**config.mk**
```make
export PLATFORM = sky130hd
export DESIGN_NAME = swd_target_responder_flat
export DESIGN_NICKNAME = d
export VERILOG_FILES = /design/src/rtl/swd_target_responder_if.sv /design/src/rtl/swd_target_responder.sv /design/src/flat_wrapper.sv
export SDC_FILE = /design/constraint.sdc
export NUM_CORES = 1
export LEC_CHECK = 0
export BUFFER_PORTS_ARGS = -buffer_cell sky130_fd_sc_hd__buf_2
export CAP_MARGIN = 20
export CORE_MARGIN = 4
export CORE_UTILIZATION = 55
export CTS_CLUSTER_DIAMETER = 200
export CTS_CLUSTER_SIZE = 25
export DETAILED_ROUTE_END_ITERATION = 12
export PLACE_DENSITY = 0.8
export SLEW_MARGIN = 10
export SYNTH_ARGS = -nofsm -noshare
export SYNTH_HDL_FRONTEND = slang
export SYNTH_SLANG_ARGS = --single-unit
export TNS_END_PERCENT = 10
```
**constraint.sdc**
```tcl
create_clock -name sck -period 3.27 [get_ports sck]
set_input_delay 0.4905 -clock sck [delete_from_list [all_inputs] [get_ports sck]]
set_output_delay 0.4905 -clock sck [all_outputs]
set_load 0.02 [all_outputs]
```
**src/rtl/swd_target_responder_if.sv**
```systemverilog
// SWD target-side signal bundle: wire pins, ACK programming and transaction status.
// The target uses the slave modport; the host or bench side uses master.
interface swd_target_responder_if;
    logic        swclk;
    logic        swdio_in;
    logic        swdio_out;
    logic        swdio_oe;
    logic [2:0]  ack_cfg;
    logic        req_valid;
    logic        req_apndp;
    logic        req_rnw;
    logic [1:0]  req_addr;
    logic        wr_valid;
    logic [31:0] wr_data;
    logic        parity_err;
    logic        line_reset;

    modport slave (
        input  swclk, swdio_in, ack_cfg,
        output swdio_out, swdio_oe, req_valid, req_apndp, req_rnw, req_addr,
               wr_valid, wr_data, parity_err, line_reset
    );

    modport master (
        output swclk, swdio_in, ack_cfg,
        input  swdio_out, swdio_oe, req_valid, req_apndp, req_rnw, req_addr,
               wr_valid, wr_data, parity_err, line_reset
    );
endinterface

```
**src/rtl/swd_target_responder.sv**
```systemverilog
// SWD target: oversamples swclk/swdio on sck, decodes requests, returns a programmable
// ACK and serves reads/writes from an 8x32 DP/AP bank.
module swd_target_responder #(
    parameter logic [31:0] IDCODE       = 32'h0BA00477,
    parameter int          LINE_RST_LEN = 50
) (
    input  logic                         sck,
    input  logic                         rst_n,
    swd_target_responder_if.slave        bus
);
    localparam int             LRW     = $clog2(LINE_RST_LEN + 1);
    localparam logic [LRW-1:0] LR_LAST = LRW'(LINE_RST_LEN - 1);
    localparam logic [LRW-1:0] LR_MAX  = LRW'(LINE_RST_LEN);

    localparam logic [2:0] ST_IDLE  = 3'd0;
    localparam logic [2:0] ST_REQ   = 3'd1;
    localparam logic [2:0] ST_TRN1  = 3'd2;
    localparam logic [2:0] ST_ACK   = 3'd3;
    localparam logic [2:0] ST_RDATA = 3'd4;
    localparam logic [2:0] ST_TRN3  = 3'd5;
    localparam logic [2:0] ST_TRN2  = 3'd6;
    localparam logic [2:0] ST_WDATA = 3'd7;

    function automatic logic even_par(input logic [31:0] d);
        return ^d;
    endfunction

    function automatic logic req_ok(input logic [7:0] r);
        return (r[5] == (r[1] ^ r[2] ^ r[3] ^ r[4])) && r[0] && !r[6] && r[7];
    endfunction

    logic [2:0]     clk_sync_q;
    logic [1:0]     dio_sync_q;
    logic [2:0]     state_q, state_d;
    logic [5:0]     cnt_q, cnt_d;
    logic [6:0]     req_sh_q, req_sh_d;
    logic           apndp_q, apndp_d, rnw_q, rnw_d;
    logic [1:0]     addr_q, addr_d;
    logic [2:0]     ack_q, ack_d;
    logic [31:0]    rdata_q, rdata_d, wsh_q, wsh_d, wr_data_q, wr_data_d;
    logic [LRW-1:0] lr_cnt_q, lr_cnt_d;
    logic           out_q, out_d, oe_q, oe_d;
    logic           req_valid_q, req_valid_d, wr_valid_q, wr_valid_d;
    logic           perr_q, perr_d, lr_pulse_q, lr_pulse_d;
    logic           bank_we_s;
    logic [2:0]     bank_wa_s;
    logic [31:0]    bank_q [8];

    logic        rise_s, fall_s, dio_s, lr_hit_s, dp0_s;
    logic [31:0] rd_word_s;

    assign rise_s    = clk_sync_q[1] & ~clk_sync_q[2];
    assign fall_s    = ~clk_sync_q[1] & clk_sync_q[2];
    assign dio_s     = dio_sync_q[1];
    assign lr_hit_s  = rise_s && dio_s && (lr_cnt_q == LR_LAST);
    assign dp0_s     = !apndp_q && (addr_q == 2'b00);
    assign rd_word_s = dp0_s ? IDCODE : bank_q[{apndp_q, addr_q}];

    // Two-flop synchronizers plus a history flop on swclk for edge detection.
    always_ff @(posedge sck or negedge rst_n) begin
        if (!rst_n) begin
            clk_sync_q <= 3'b000;
            dio_sync_q <= 2'b00;
        end else begin
            clk_sync_q <= {clk_sync_q[1:0], bus.swclk};
            dio_sync_q <= {dio_sync_q[0], bus.swdio_in};
        end
    end

    // Next-state logic: protocol FSM, line-reset counter and output drive values.
    always_comb begin
        state_d     = state_q;
        cnt_d       = cnt_q;
        req_sh_d    = req_sh_q;
        apndp_d     = apndp_q;
        rnw_d       = rnw_q;
        addr_d      = addr_q;
        ack_d       = ack_q;
        rdata_d     = rdata_q;
        wsh_d       = wsh_q;
        wr_data_d   = wr_data_q;
        out_d       = out_q;
        oe_d        = oe_q;
        perr_d      = perr_q;
        req_valid_d = 1'b0;
        wr_valid_d  = 1'b0;
        lr_pulse_d  = 1'b0;
        bank_we_s   = 1'b0;
        bank_wa_s   = {apndp_q, addr_q};

        if (rise_s && dio_s) begin
            lr_cnt_d = (lr_cnt_q != LR_MAX) ? lr_cnt_q + LRW'(1) : lr_cnt_q;
        end else if (rise_s) begin
            lr_cnt_d = '0;
        end else begin
            lr_cnt_d = lr_cnt_q;
        end

        case (state_q)
            ST_IDLE: begin
                if (rise_s && dio_s) begin
                    state_d  = ST_REQ;
                    cnt_d    = 6'd1;
                    req_sh_d = 7'h01;
                end else begin
                    state_d = ST_IDLE;
                end
            end
            ST_REQ: begin
                if (rise_s && cnt_q == 6'd7) begin
                    if (req_ok({dio_s, req_sh_q})) begin
                        req_valid_d = 1'b1;
                        apndp_d     = req_sh_q[1];
                        rnw_d       = req_sh_q[2];
                        addr_d      = {req_sh_q[4], req_sh_q[3]};
                        cnt_d       = 6'd0;
                        state_d     = ST_TRN1;
                    end else begin
                        state_d = ST_IDLE;
                    end
                end else if (rise_s) begin
                    req_sh_d[cnt_q[2:0]] = dio_s;
                    cnt_d                = cnt_q + 6'd1;
                end else begin
                    state_d = ST_REQ;
                end
            end
            // The fall right after the request still belongs to the host; drive on the next one.
            ST_TRN1: begin
                if (rise_s) begin
                    cnt_d = 6'd1;
                end else if (fall_s && cnt_q == 6'd1) begin
                    ack_d   = bus.ack_cfg;
                    out_d   = bus.ack_cfg[0];
                    oe_d    = 1'b1;
                    state_d = ST_ACK;
                end else begin
                    state_d = ST_TRN1;
                end
            end
            ST_ACK: begin
                if (fall_s && cnt_q < 6'd3) begin
                    out_d = ack_q[cnt_q[1:0]];
                    cnt_d = cnt_q + 6'd1;
                    if (cnt_q == 6'd2) begin
                        rdata_d = rd_word_s;
                    end else begin
                        rdata_d = rdata_q;
                    end
                end else if (fall_s && (ack_q != 3'b001 || !rnw_q)) begin
                    oe_d    = 1'b0;
                    out_d   = 1'b0;
                    state_d = (ack_q != 3'b001) ? ST_IDLE : ST_TRN2;
                end else if (fall_s) begin
                    out_d   = rdata_q[0];
                    cnt_d   = 6'd1;
                    state_d = ST_RDATA;
                end else begin
                    state_d = ST_ACK;
                end
            end
            ST_RDATA: begin
                if (fall_s && cnt_q < 6'd32) begin
                    out_d = rdata_q[cnt_q[4:0]];
                    cnt_d = cnt_q + 6'd1;
                end else if (fall_s && cnt_q == 6'd32) begin
                    out_d = even_par(rdata_q);
                    cnt_d = cnt_q + 6'd1;
                end else if (fall_s) begin
                    oe_d    = 1'b0;
                    out_d   = 1'b0;
                    state_d = ST_TRN3;
                end else begin
                    state_d = ST_RDATA;
                end
            end
            ST_TRN3: begin
                state_d = rise_s ? ST_IDLE : ST_TRN3;
            end
            ST_TRN2: begin
                if (rise_s) begin
                    cnt_d   = 6'd0;
                    state_d = ST_WDATA;
                end else begin
                    state_d = ST_TRN2;
                end
            end
            ST_WDATA: begin
                if (rise_s && cnt_q < 6'd32) begin
                    wsh_d[cnt_q[4:0]] = dio_s;
                    cnt_d             = cnt_q + 6'd1;
                end else if (rise_s && dio_s == even_par(wsh_q)) begin
                    bank_we_s  = !dp0_s;
                    wr_data_d  = wsh_q;
                    wr_valid_d = 1'b1;
                    state_d    = ST_IDLE;
                end else if (rise_s) begin
                    perr_d  = 1'b1;
                    state_d = ST_IDLE;
                end else begin
                    state_d = ST_WDATA;
                end
            end
            default: begin
                state_d = ST_IDLE;
            end
        endcase

        // Line reset overrides whatever the FSM decided this cycle.
        if (lr_hit_s) begin
            state_d     = ST_IDLE;
            oe_d        = 1'b0;
            out_d       = 1'b0;
            perr_d      = 1'b0;
            lr_pulse_d  = 1'b1;
            req_valid_d = 1'b0;
            wr_valid_d  = 1'b0;
            wr_data_d   = wr_data_q;
            bank_we_s   = 1'b0;
        end else begin
            lr_pulse_d = 1'b0;
        end
    end

    // FSM, shift registers and registered outputs.
    always_ff @(posedge sck or negedge rst_n) begin
        if (!rst_n) begin
            state_q     <= ST_IDLE;
            cnt_q       <= 6'd0;
            req_sh_q    <= 7'd0;
            apndp_q     <= 1'b0;
            rnw_q       <= 1'b0;
            addr_q      <= 2'b00;
            ack_q       <= 3'b000;
            rdata_q     <= 32'd0;
            wsh_q       <= 32'd0;
            wr_data_q   <= 32'd0;
            lr_cnt_q    <= '0;
            out_q       <= 1'b0;
            oe_q        <= 1'b0;
            req_valid_q <= 1'b0;
            wr_valid_q  <= 1'b0;
            perr_q      <= 1'b0;
            lr_pulse_q  <= 1'b0;
        end else begin
            state_q     <= state_d;
            cnt_q       <= cnt_d;
            req_sh_q    <= req_sh_d;
            apndp_q     <= apndp_d;
            rnw_q       <= rnw_d;
            addr_q      <= addr_d;
            ack_q       <= ack_d;
            rdata_q     <= rdata_d;
            wsh_q       <= wsh_d;
            wr_data_q   <= wr_data_d;
            lr_cnt_q    <= lr_cnt_d;
            out_q       <= out_d;
            oe_q        <= oe_d;
            req_valid_q <= req_valid_d;
            wr_valid_q  <= wr_valid_d;
            perr_q      <= perr_d;
            lr_pulse_q  <= lr_pulse_d;
        end
    end

    // DP/AP register bank.
    always_ff @(posedge sck or negedge rst_n) begin
        if (!rst_n) begin
            for (int i = 0; i < 8; i++) begin
                bank_q[i] <= 32'd0;
            end
        end else if (bank_we_s) begin
            bank_q[bank_wa_s] <= wsh_q;
        end
    end

    assign bus.swdio_out  = out_q;
    assign bus.swdio_oe   = oe_q;
    assign bus.req_valid  = req_valid_q;
    assign bus.req_apndp  = apndp_q;
    assign bus.req_rnw    = rnw_q;
    assign bus.req_addr   = addr_q;
    assign bus.wr_valid   = wr_valid_q;
    assign bus.wr_data    = wr_data_q;
    assign bus.parity_err = perr_q;
    assign bus.line_reset = lr_pulse_q;
endmodule

```
**src/flat_wrapper.sv**
```systemverilog
// flat-port wrapper written by rule: the top's interface ports become plain ports
module swd_target_responder_flat 
#(
    parameter logic [31:0] IDCODE       = 32'h0BA00477,
    parameter int          LINE_RST_LEN = 50
)
  (sck, rst_n, bus_swclk, bus_swdio_in, bus_ack_cfg, bus_swdio_out, bus_swdio_oe, bus_req_valid, bus_req_apndp, bus_req_rnw, bus_req_addr, bus_wr_valid, bus_wr_data, bus_parity_err, bus_line_reset);
  swd_target_responder_if bus_i ();
  input  logic sck;
  input  logic rst_n;
  input wire logic [$bits(bus_i.swclk)-1:0] bus_swclk;
  input wire logic [$bits(bus_i.swdio_in)-1:0] bus_swdio_in;
  input wire logic [$bits(bus_i.ack_cfg)-1:0] bus_ack_cfg;
  output wire logic [$bits(bus_i.swdio_out)-1:0] bus_swdio_out;
  output wire logic [$bits(bus_i.swdio_oe)-1:0] bus_swdio_oe;
  output wire logic [$bits(bus_i.req_valid)-1:0] bus_req_valid;
  output wire logic [$bits(bus_i.req_apndp)-1:0] bus_req_apndp;
  output wire logic [$bits(bus_i.req_rnw)-1:0] bus_req_rnw;
  output wire logic [$bits(bus_i.req_addr)-1:0] bus_req_addr;
  output wire logic [$bits(bus_i.wr_valid)-1:0] bus_wr_valid;
  output wire logic [$bits(bus_i.wr_data)-1:0] bus_wr_data;
  output wire logic [$bits(bus_i.parity_err)-1:0] bus_parity_err;
  output wire logic [$bits(bus_i.line_reset)-1:0] bus_line_reset;
  assign bus_i.swclk = bus_swclk;
  assign bus_i.swdio_in = bus_swdio_in;
  assign bus_i.ack_cfg = bus_ack_cfg;
  assign bus_swdio_out = bus_i.swdio_out;
  assign bus_swdio_oe = bus_i.swdio_oe;
  assign bus_req_valid = bus_i.req_valid;
  assign bus_req_apndp = bus_i.req_apndp;
  assign bus_req_rnw = bus_i.req_rnw;
  assign bus_req_addr = bus_i.req_addr;
  assign bus_wr_valid = bus_i.wr_valid;
  assign bus_wr_data = bus_i.wr_data;
  assign bus_parity_err = bus_i.parity_err;
  assign bus_line_reset = bus_i.line_reset;
  swd_target_responder #(.IDCODE(IDCODE), .LINE_RST_LEN(LINE_RST_LEN)) u_core (.sck(sck), .rst_n(rst_n), .bus(bus_i));
endmodule
```
=== Word level (Yosys, flattened, before mapping) ===
Cells that the tools add are included.

* Bitwise operators: 11
* Equal/unequal tests: 41
* Magnitude comparators: 9
* Add/sub/neg operators: 2
* Multiplexer cells: 92
* Reductions and logical operators: 44

{| class="wikitable"
|+ Operators with widths
! operator !! count
|-
| bitwise mux 256 bit || 1
|-
| two-way mux 32 bit || 4
|-
| binary-select mux 32 bit (select 3 bit) || 1
|-
| demux 32 bit (select 3 bit) || 1
|-
| two-way mux 6 bit || 14
|-
| parity 32 bit || 2
|-
| two-way mux 1 bit || 42
|-
| two-way mux 3 bit || 14
|-
| one-hot mux 6 bit (7 select lines) || 1
|-
| bitwise mux 32 bit || 1
|-
| one-hot mux 3 bit (8 select lines) || 1
|-
| two-way mux 7 bit || 3
|-
| != test 3 x 1 -> 1 bit, second input constant || 7
|-
| logical AND 1 bit || 17
|-
| != test 3 x 2 -> 1 bit, second input constant || 5
|-
| != test 2 x 1 -> 1 bit, second input constant || 7
|-
| one-hot mux 7 bit (2 select lines) || 1
|-
| adder 6 x 1 -> 6 bit, second input constant || 2
|-
| == test 3 bit, second input constant || 4
|-
| == test 6 bit, second input constant || 2
|-
| AND reduction 4 bit || 3
|-
| != test 5 x 1 -> 1 bit, second input constant || 2
|-
| AND reduction 10 bit || 1
|-
| AND reduction 3 bit || 3
|-
| other kinds (41) || 60
|}

* Register bits: 392
* Input bits: 7

=== Longest topological paths before layout ===
Gate-level depths: netlist (run 1).

* Word-level depth: 11
* Gate-level depth with buffers: 10
* Mapped depth without buffers: 8

=== Worst setup path before layout (run 1) ===
No wires, ideal clock.

* Kind: register to register
* Start: register u_core.dio_sync_q[1]
* End: register u_core.bank_q[173] (netlist bit)
* Buffers on the path: 2
* Stages on the path, launching flop included: 9
* Setup time: 0.125 ns
* Clock period less this slack: 2.554 ns
* Required time: 3.145 ns
* Slack: 0.716 ns
* Data arrival time: 2.430 ns
* Cells stage by stage: dfrtp_1 -> buf_2 -> xnor2_1 -> xnor2_1 -> xnor2_1 -> xnor3_4 -> mux2i_2 -> buf_6 -> mux2_2

* Cells in the longest elaborated chain, start to end: 6
* Elaborated cells on any way between the ends: 8

{| class="wikitable"
|+ Ends and longest elaborated chain
! item !! RTL line !! source
|-
| start: declaration || swd_target_responder.sv:33 || <nowiki>logic [1:0] dio_sync_q;</nowiki>
|-
| start signal: assignment || swd_target_responder.sv:66 || <nowiki>dio_sync_q <= {dio_sync_q[0], bus.swdio_in};</nowiki>
|-
| == test 1 bit || swd_target_responder.sv:192 || <nowiki>end else if (rise_s && dio_s == even_par(wsh_q)) begin</nowiki>
|-
| logical AND 1 bit || swd_target_responder.sv:192 ||
|-
| two-way mux 1 bit || swd_target_responder.sv:192 ||
|-
| two-way mux 1 bit || swd_target_responder.sv:189 || <nowiki>if (rise_s && cnt_q < 6'd32) begin</nowiki>
|-
| two-way mux 1 bit || swd_target_responder.sv:99 || <nowiki>case (state_q)</nowiki>
|-
| two-way mux 1 bit (*) || swd_target_responder.sv:210 || <nowiki>if (lr_hit_s) begin</nowiki>
|-
| end signal: indexed assignment || swd_target_responder.sv:273 || <nowiki>bank_q[bank_wa_s] <= wsh_q;</nowiki>
|-
| end: declaration || swd_target_responder.sv:47 || <nowiki>logic [31:0] bank_q [8];</nowiki>
|}

Every way passes the cells marked *; elsewhere a longest branch is shown, timed or not.
A chain may end at the register's enable or synchronous reset.

=== Final worst setup path (run 1) ===
* Start: register u_core.wsh_q[31]
* End: register u_core.bank_q[219] (netlist bit)

* Cells in the longest elaborated chain, start to end: 7

{| class="wikitable"
|+ Ends and longest elaborated chain
! item !! RTL line !! source
|-
| start: declaration || swd_target_responder.sv:40 || <nowiki>logic [31:0] rdata_q, rdata_d, wsh_q, wsh_d, wr_data_q, wr_data_d;</nowiki>
|-
| start signal: assignment || swd_target_responder.sv:254 || <nowiki>wsh_q <= wsh_d;</nowiki>
|-
| parity 32 bit || swd_target_responder.sv:25 || <nowiki>return ^d;</nowiki>
|-
| == test 1 bit || swd_target_responder.sv:192 ||
|-
| logical AND 1 bit || swd_target_responder.sv:192 ||
|-
| two-way mux 1 bit || swd_target_responder.sv:192 ||
|-
| two-way mux 1 bit || swd_target_responder.sv:189 ||
|-
| two-way mux 1 bit || swd_target_responder.sv:99 ||
|-
| two-way mux 1 bit || swd_target_responder.sv:210 ||
|}

No other way between the ends.

==> results.txt, run 1 <==
Via count -> 11300
Cell variety after synth -> 60
Pin count of the biggest net entering global routing -> 99
Port-buffer cells -> 48
Crit path required time -> 3680 ps
Gp weighted congestion -> 0.893
Most common cell after layout, fill and taps aside -> dfrtp_1
#FFs+latches synth -> 360
P per Cell Area -> 433 nW/µm²
Internal power -> 0.00591 W
CTS root buf -> clkbuf_16
Sw frac -> 0.270
Total leakage power -> 9.07 nW
Number of synthesized flops with an enable pin -> 0
First-pass GRT wire length -> 66800 µm
Final Setup Violations -> 0
Clock transition at the registers of the reported paths -> 100 ps
Die area -> 34700 µm²
Combinational power share -> 0.124
Syn_area_per_cell -> 12.6 µm²
Setup bufs post-CTS -> 0
Most frequent cells in the layout -> dfrtp_1, mux2_2, nand2_1
NumNets Final -> 1411
Finished Layout Cells -> 1794
Outcome -> finished, final reports clean
NetSw -> 0.00219 W
CP bufs+invs -> 0
Worst Skew -> 20.4 ps
Worst-Skew Late Latency -> 530 ps
Crit-path cells -> xnor2_1, xnor2_1, xnor2_1, xnor3_4, mux2_4, mux2_2
Synth Flop Type -> dfrtp_1
Vias in the first global route -> 11500
Gr ovfl total -> 0
Sequential share of the synthesized area -> 0.516
Worst slew pin tran -> 1000 ps
CP Class -> reg -> reg
Worst slew margin -> 0.329
# rows -> 64
Antenna Cells -> 0
Core ar. -> 31000 µm²
Layout cell share with drive strength beyond 1 -> 0.333
Number of DRC markers in iteration 0 -> 1220
Setup crit start kind -> flip-flop
DR vias/cell -> 6.33
Clock Sinks -> 360
Critical-path maximum fanout -> 32
Clk network pwr share -> 0.301
DR pass1 iterations -> 6
CTS H-tree lvls -> 1
Sequential Power Share -> 0.575
Area grow syn2layout -> 7.14%
Critical Path Sink Type -> flip-flop
TNS Setup -> 0 ps
Routed WL per cell -> 23.4 µm
Peak supply drop -> 0.000317 V
Worst path max stage delay -> 780 ps
Num CTS Buffers -> 18
Hold Fails Final Rpt -> 0
Total Wirelength -> 42000 µm
Initial antenna violation count -> 0
Placed insts -> 1772
Synth Warn # -> 0
CTS tree -> yes
Starting Density -> 0.563
Critical path arrival -> 3550 ps
CTS Buffer Depth -> 3
Total track usage -> 0.244
RSZ-0062 raised after global routing -> false
Final min period -> 3140 ps
Detailed Place HPWL -> 26900 µm
Post-route ant nets -> 0
Width of the die -> 186 µm
IO Pins -> 49
Cell mode on critical path -> xnor2_1
Hold Crit Class -> in -> reg
Post-synthesis cell area -> 17500 µm²
Drt drc -> 0
Cells after Synth -> 1387
DIE HEIGHT -> 186 µm
Asr flop ratio synth -> 1.00
Slowest-stage cell, CP -> mux2_4
Mapped Nets -> 1401
CP top delay family -> XOR/XNOR gates
Fmax -> 0.319 GHz
Max-Cap Viols -> 0
Slew Viols, Final -> 0
Period utilization -> 0.960
## power by group through the flow
stage	clock network [W]	registers (W)	logic (W)
global route	0.00263	0.00468	0.00111
global placement	0	0.00474	0.000953
CTS	0.00248	0.00465	0.000984
floorplan	0	0.00467	0.000661
detailed placement	0	0.00474	0.000973
finish	0.00244	0.00466	0.00100
## layer usage
layer,global-route usage,share of wire
met5,0,0
met4,0.0469,0.016
met3,0.0391,0.067
met2,0.387,0.47
met1,0.365,0.45
## cell families after synthesis
group           count (synthesis)  share of synthesized area
mux                           356                      0.261
flops                         360                      0.516
compound gates                208                     0.0763
fa+ha+maj                       7                    0.00502
buf+inv                       136                     0.0393
simple gates                  255                     0.0678
xor+xnor                       65                     0.0348
## synth_stat cells (all sizes together) (8+ instances only)
cell	number	area share
dfrtp	360	0.52
mux2	302	0.21
nand2	120	0.026
o21ai	72	0.021
buf	65	0.024
xnor2	55	0.028
clkbuf	53	0.011
nor2	52	0.011
a21oi	36	0.010
mux4	29	0.037
mux2i	25	0.015
o31ai	24	0.010
a221oi	22	0.011
inv	17	0.0037
nand3	14	0.0043
and3	11	0.0039
nor2b	10	0.0036
nor3	9	0.0026
a22oi	8	0.0034
nand4	8	0.0029
xor2	8	0.0044
## final cells by class
class | count | area, µm²
repair buffers | 108 | 828
multi-input cells | 891 | 7810
well taps | 396 | 495
fillers | 2354 | 12300
clock buffers | 19 | 454
clock inverters | 2 | 32.5
inverters | 18 | 67.6
flip-flops and latches | 360 | 9010
## metrics by stage
stage	util	power (W)	cell area (µm²)	setup WS (ps)	hold WS, ps
floorplan	-	0.00533	17500	716	195
global placement	0.587	0.00569	18200	124	346
detailed placement	0.587	0.00571	18200	45.6	338
CTS	0.603	0.00812	18700	16.7	65.4
global route	0.604	0.00841	18700	121	59.4
finish	0.604	0.00810	18700	132	75.7
## registers in the layout, summed over array words and instances (netlist names)
name and flops:
u_core.ack_q 3, u_core.rdata_q 32, u_core.bus.req_rnw 1, u_core.bus.line_reset 1, u_core.bus.swdio_out 1, u_core.bus.swdio_oe 1
u_core.req_sh_q 7, u_core.bus.wr_data 32, u_core.clk_sync_q 3, u_core.bus.wr_valid 1, u_core.bus.req_addr 2, u_core.bank_q 224
u_core.bus.req_valid 1, u_core.bus.parity_err 1, u_core.state_q 3, u_core.bus.req_apndp 1, u_core.lr_cnt_q 6, u_core.wsh_q 32
u_core.dio_sync_q 2, u_core.cnt_q 6
## worst reg2reg max path: stages (launching register included)
cell and delay, ps:
dfrtp_1 520, xnor2_1 200, xnor2_1 220, xnor2_1 190
xnor3_4 680, mux2_4 780, mux2_2 430
## repair_timing
action                                  CTS  global route
resized for setup                         0             1
hold buffers                              1             0
hold endpoints to repair                 20             0
endpoints found under the setup margin    0           166
## final timing paths
kind	endpoint	slack (ps)	start	cells past startpoint
worst max-delay path	u_core.bank_q[219]	130	u_core.wsh_q[31]	6
worst min-delay path	u_core.dio_sync_q[0]	80	bus_swdio_in	1
worst max register to register	u_core.bank_q[219]	130	u_core.wsh_q[31]	6
worst min register to register	u_core.clk_sync_q[1]	360	u_core.clk_sync_q[0]	0
max in group asynchronous	u_core.bank_q[143]	2070	rst_n	3
min in group asynchronous	u_core.rdata_q[31]	410	rst_n	2
No activity file was read; power rests on OpenSTA's default activity.
==> run 2, diff against run 1 <==
==> constraint.sdc (replaced) <==
create_clock -name sck -period 3.85 [get_ports sck]
set_input_delay 0.5775 -clock sck [delete_from_list [all_inputs] [get_ports sck]]
set_output_delay 0.5775 -clock sck [all_outputs]
set_load 0.02 [all_outputs]
==> run 2 against run 1 <==
Effect of this change:
- clock skew increased by 6.7 ps
- via count decreased by 2.3%
- flip-flop and latch count unchanged
- clock-buffer cell count increased by 1
- register-to-register slack improved by 210 ps
- worst setup slack improved by 210 ps
- utilization decreased by 0.69 points
- largest cell class unchanged
- highest routed layer is now met5
==> results.txt, run 2 (synthesized netlist as in run 1, its figures left out) <==
Final min period -> 3510 ps (was 3140 ps)
Combinational power share -> 0.120 (was 0.124)
Via count -> 11100 (was 11300)
Clock Sinks -> 360 (unchanged)
Setup crit start kind -> flip-flop (unchanged)
Final Setup Violations -> 0 (unchanged)
Layout cell share with drive strength beyond 1 -> 0.322 (was 0.333)
P per Cell Area -> 371 nW/µm² (was 433 nW/µm²)
Worst Skew -> 27.1 ps (was 20.4 ps)
Hold Crit Class -> in -> reg (unchanged)
CP Class -> reg -> reg (unchanged)
Post-route ant nets -> 0 (unchanged)
Worst slew margin -> 0.282 (was 0.329)
Starting Density -> 0.563 (unchanged)
Pin count of the biggest net entering global routing -> 127 (was 99)
Crit path required time -> 4240 ps (was 3680 ps)
# rows -> 64 (unchanged)
DR pass1 iterations -> 5 (was 6)
Hold path depth -> 1 (unchanged)
CTS Buffer Depth -> 3 (unchanged)
Area grow syn2layout -> 5.92% (was 7.14%)
Dpl ws -> 536 ps (was 45.6 ps)
NetSw -> 0.00183 W (was 0.00219 W)
DR vias/cell -> 6.26 (was 6.33)
Largest register FFs -> 224 (unchanged)
Sequential Power Share -> 0.577 (was 0.575)
Drt drc -> 0 (unchanged)
Worst slew pin tran -> 1070 ps (was 1000 ps)
Most common cell after layout, fill and taps aside -> dfrtp_1 (unchanged)
TNS Setup -> 0 ps (unchanged)
NumNets Final -> 1389 (was 1411)
Internal power -> 0.00504 W (was 0.00591 W)
Critical-path maximum fanout -> 25 (was 32)
Number of DRC markers in iteration 0 -> 1049 (was 1220)
Width of the die -> 186 µm (unchanged)
Sw frac -> 0.266 (was 0.270)
Routed WL per cell -> 23.0 µm (was 23.4 µm)
Gr ovfl total -> 0 (unchanged)
Total Wirelength -> 40700 µm (was 42000 µm)
Total leakage power -> 8.95 nW (was 9.07 nW)
CTS H-tree lvls -> 1 (unchanged)
Num CTS Buffers -> 18 (unchanged)
Placed insts -> 1750 (was 1772)
Hold slack -> 163 ps (was 75.7 ps)
Vias in the first global route -> 11600 (was 11500)
Total Power -> 0.00686 W (was 0.00810 W)
DIE HEIGHT -> 186 µm (unchanged)
Worst-Skew Late Latency -> 520 ps (was 530 ps)
Initial antenna violation count -> 2 (was 0)
Die area -> 34700 µm² (unchanged)
Most frequent cells in the layout -> dfrtp_1, mux2_2, nand2_1 (unchanged)
Fmax -> 0.285 GHz (was 0.319 GHz)
Max-Cap Viols -> 0 (unchanged)
Clock transition at the registers of the reported paths -> 90 ps (was 100 ps)
Most flops, register -> u_core.bank_q (unchanged)
Core ar. -> 31000 µm² (unchanged)
Hold Fails Final Rpt -> 0 (unchanged)
RSZ-0062 raised after global routing -> false (unchanged)
Post-CTS sizing -> 0 (unchanged)
Peak supply drop -> 0.000287 V (was 0.000317 V)
Critical path arrival -> 3900 ps (was 3550 ps)
Finished Layout Cells -> 1772 (was 1794)
Clk network pwr share -> 0.304 (was 0.301)
Slew Viols, Final -> 0 (unchanged)
Setup WS post-layout -> 338 ps (was 132 ps)
Outcome -> finished, final reports clean (unchanged)
Total track usage -> 0.239 (was 0.244)
Gp weighted congestion -> 0.902 (was 0.893)
First-pass GRT wire length -> 65600 µm (was 66800 µm)
Detailed Place HPWL -> 26200 µm (was 26900 µm)
Critical Path Sink Type -> flip-flop (unchanged)
CTS root buf -> clkbuf_16 (unchanged)
Period utilization -> 0.912 (was 0.960)
IO Pins -> 49 (unchanged)
Port-buffer cells -> 48 (unchanged)
Reg2Reg Depth -> 8 (was 6)
CTS tree -> yes (unchanged)
Antenna Cells -> 0 (unchanged)
==> run 2: cell types whose count changed in the layout (fill, tap and decap cells not counted), sizes merged <==
cell and delta:
clkinv -1, clkbuf +1, buf -22
==> run 2: power by group through the flow <==
stage	Clock, W	Combinational (W)	Sequential (W)
finish	0.00208	0.000821	0.00396
floorplan	0	0.000561	0.00397
global placement	0	0.000788	0.00403
detailed placement	0	0.000811	0.00403
global route	0.00227	0.000915	0.00397
CTS	0.00215	0.000814	0.00395
==> run 2: area by class of cell <==
type,count,area (µm²)
Clock buffer,20,479
Clock inverter,1,16.3
Fill cell,2369,12500
Inverter,18,67.6
Multi-Input combinational cell,891,7810
Sequential cell,360,9010
Tap cell,396,495
Timing Repair Buffer,86,613
==> run 2: path summary, 6_finish.rpt <==
| check | to | slack (ps) | from |
|---|---|---|---|
| setup / recovery | u_core.bank_q[179] | 340 | u_core.wsh_q[24] |
| hold / removal | u_core.dio_sync_q[0] | 160 | bus_swdio_in |
| setup reg to reg | u_core.bank_q[179] | 340 | u_core.wsh_q[24] |
| hold reg to reg | u_core.dio_sync_q[1] | 360 | u_core.dio_sync_q[0] |
| max in group asynchronous | u_core.bank_q[146] | 2490 | rst_n |
| min in group asynchronous | u_core.wsh_q[27] | 450 | rst_n |
==> run 2: critical path, stage by stage, from the launching register on <==
cell and delay, ps:
dfrtp_1 400, xor2_1 430, xnor2_1 160, xnor2_1 170, xnor2_1 840, nor4b_1 190, mux2i_4 510, buf_12 290
mux2_2 360
==> run 2: layer usage <==
layer  up-vias  GRT usage  part of all wire
met2       388      0.368              0.46
met5         -          0           0.00032
met4         2     0.0769             0.032
li1       4903          -                 -
met1      5708      0.346              0.44
met3        87     0.0490             0.069
==> run 2: per-stage QoR <==
step           instance area, µm²  utilization
2_1_floorplan               17500            -
3_3_place_gp                18000        0.580
3_5_place_dp                18000        0.580
4_1_cts                     18500        0.597
5_1_grt                     18500        0.597
6_report                    18500        0.597
==> run 2: timing repair <==
item | CTS | global route
hold endpoints to repair | 10 | 0
setup buffers | 0 | 0
hold buffers | 1 | 0
==> run 3, diff against run 2 <==
--- a/config.mk
+++ b/config.mk
@@ -12,7 +12,7 @@
 export CTS_CLUSTER_DIAMETER = 200
 export CTS_CLUSTER_SIZE = 25
 export DETAILED_ROUTE_END_ITERATION = 12
-export PLACE_DENSITY = 0.8
+export PLACE_DENSITY = 0.75
 export SLEW_MARGIN = 10
 export SYNTH_ARGS = -nofsm -noshare
 export SYNTH_HDL_FRONTEND = slang
==> run 3 against run 2 <==
Effect of this change:
- clock skew is 6.0 ps lower
- total power is 0.24% higher
- design area hardly changed
- utilization hardly changed
- hold slack worse by 130 ps
- critical path type unchanged
- critical endpoint is now u_core.bank_q[219]
==> results.txt, run 3 (synthesized netlist as in run 1, its figures left out) <==
Worst-Skew Late Latency -> 530 ps (was 520 ps)
Dpl ws -> 546 ps (was 536 ps)
CTS root buf -> clkbuf_16 (unchanged)
Antenna Cells -> 0 (unchanged)
Period utilization -> 0.863 (was 0.912)
Post-CTS Hold Fix Bufs -> 0 (was 1)
Total Wirelength -> 40100 µm (was 40700 µm)
CTS H-tree lvls -> 1 (unchanged)
Vias in the first global route -> 11400 (was 11600)
Fmax -> 0.301 GHz (was 0.285 GHz)
Outcome -> finished, final reports clean (unchanged)
Clock transition at the registers of the reported paths -> 100 ps (was 90 ps)
Port-buffer cells -> 48 (unchanged)
TNS Setup -> 0 ps (unchanged)
Worst slew pin tran -> 924 ps (was 1070 ps)
Most frequent cells in the layout -> dfrtp_1, mux2_2, nand2_1 (unchanged)
Detailed Place HPWL -> 25600 µm (was 26200 µm)
Critical-path maximum fanout -> 32 (was 25)
IO Pins -> 49 (unchanged)
Num CTS Buffers -> 18 (unchanged)
P per Cell Area -> 372 nW/µm² (was 371 nW/µm²)
Total leakage power -> 8.94 nW (was 8.95 nW)
Final Setup Violations -> 0 (unchanged)
Initial antenna violation count -> 0 (was 2)
Total Power -> 0.00688 W (was 0.00686 W)
Clock Sinks -> 360 (unchanged)
Final min period -> 3320 ps (was 3510 ps)
Layout cell share with drive strength beyond 1 -> 0.322 (about the same)
Via count -> 11100 (about the same)
Hold Crit Class -> in -> async (was in -> reg)
FILL cells -> 2428 (was 2369)
Crit path required time -> 4270 ps (was 4240 ps)
CTS Buffer Depth -> 3 (unchanged)
Setup bufs post-CTS -> 0 (unchanged)
Max-Cap Viols -> 0 (unchanged)
Largest register FFs -> 224 (unchanged)
Width of the die -> 186 µm (unchanged)
Starting Density -> 0.563 (unchanged)
DIE HEIGHT -> 186 µm (unchanged)
Gp weighted congestion -> 0.893 (was 0.902)
NumNets Final -> 1387 (was 1389)
Post-route ant nets -> 0 (unchanged)
Peak supply drop -> 0.000256 V (was 0.000287 V)
Most common cell after layout, fill and taps aside -> dfrtp_1 (unchanged)
Core ar. -> 31000 µm² (unchanged)
DR pass1 iterations -> 5 (unchanged)
Total track usage -> 0.235 (was 0.239)
Critical Path Sink Type -> flip-flop (unchanged)
DR vias/cell -> 6.25 (was 6.26)
Worst Skew -> 21.1 ps (was 27.1 ps)
Gr ovfl total -> 0 (unchanged)
Area grow syn2layout -> 5.96% (was 5.92%)
CP Class -> reg -> reg (unchanged)
# rows -> 64 (unchanged)
Post-CTS sizing -> 0 (unchanged)
Routed WL per cell -> 22.7 µm (was 23.0 µm)
Crit path launch -> u_core.wsh_q[20] (was u_core.wsh_q[24])
Setup crit start kind -> flip-flop (unchanged)
Drt drc -> 0 (unchanged)
Setup WS post-layout -> 526 ps (was 338 ps)
Hold Fails Final Rpt -> 0 (unchanged)
Pin count of the biggest net entering global routing -> 105 (was 127)
Worst slew margin -> 0.380 (was 0.282)
FF-to-FF Start -> u_core.wsh_q[20] (was u_core.wsh_q[24])
Number of DRC markers in iteration 0 -> 935 (was 1049)
RSZ-0062 raised after global routing -> false (unchanged)
Critical path arrival -> 3750 ps (was 3900 ps)
Slew Viols, Final -> 0 (unchanged)
Most flops, register -> u_core.bank_q (unchanged)
First-pass GRT wire length -> 64600 µm (was 65600 µm)
CTS tree -> yes (unchanged)
Die area -> 34700 µm² (unchanged)
==> run 3: metrics by stage <==
stage                     instance area [µm²]  hold slack (ps)   util  std cells
final                                   18500             29.0  0.597       1770
after global routing                    18500             79.0  0.597       1770
after CTS                               18500             48.9  0.597       1770
after detailed placement                18000              346  0.581       1749
after global placement                  18000              344  0.581       1749
after floorplan                         17500              282      -       1387
==> run 3: worst paths after layout <==
check,endpoint,slack (ps),cells after the start
min,u_core.bus.wr_data[26],30,1
max reg2reg,u_core.bank_q[219],530,7
min reg2reg,u_core.dio_sync_q[1],370,0
min in group sck,u_core.clk_sync_q[0],160,1
max in group asynchronous,u_core.bus.wr_data[18],2720,2
max,u_core.bank_q[219],530,7
==> run 3: where the power goes <==
part	total [W]	switching, W	internal [W]
clock	0.00210	0.00120	0.000902
sequential	0.00396	0.000113	0.00384
combinational	0.000820	0.000526	0.000294
total	0.00688	0.00184	0.00504
==> run 3: metal layers <==
layer,vias up,track usage,wire length [µm]
li1,4900,-,-
met1,5738,0.345,17800
met2,345,0.372,18400
met3,79,0.0313,2570
met4,0,0.0714,1320
met5,-,0,0
==> run 3: area by class of cell <==
class                      count  area (µm²)  area share
clock buffer                  20         479      0.0259
sequential                   360        9010       0.487
inverter                      18        67.6     0.00365
timing repair buffer          84         621      0.0335
tap                          396         495      0.0268
multi-input combinational    891        7810       0.422
clock inverter                 1        16.3    0.000879
==> run 3: worst max-delay path: stages (launching register included) <==
cell	delay [ps]
dfrtp_1	520
xnor2_1	200
xnor2_1	300
xnor2_1	140
xnor2_1	740
nand4b_1	220
mux2_4	680
mux2_2	410
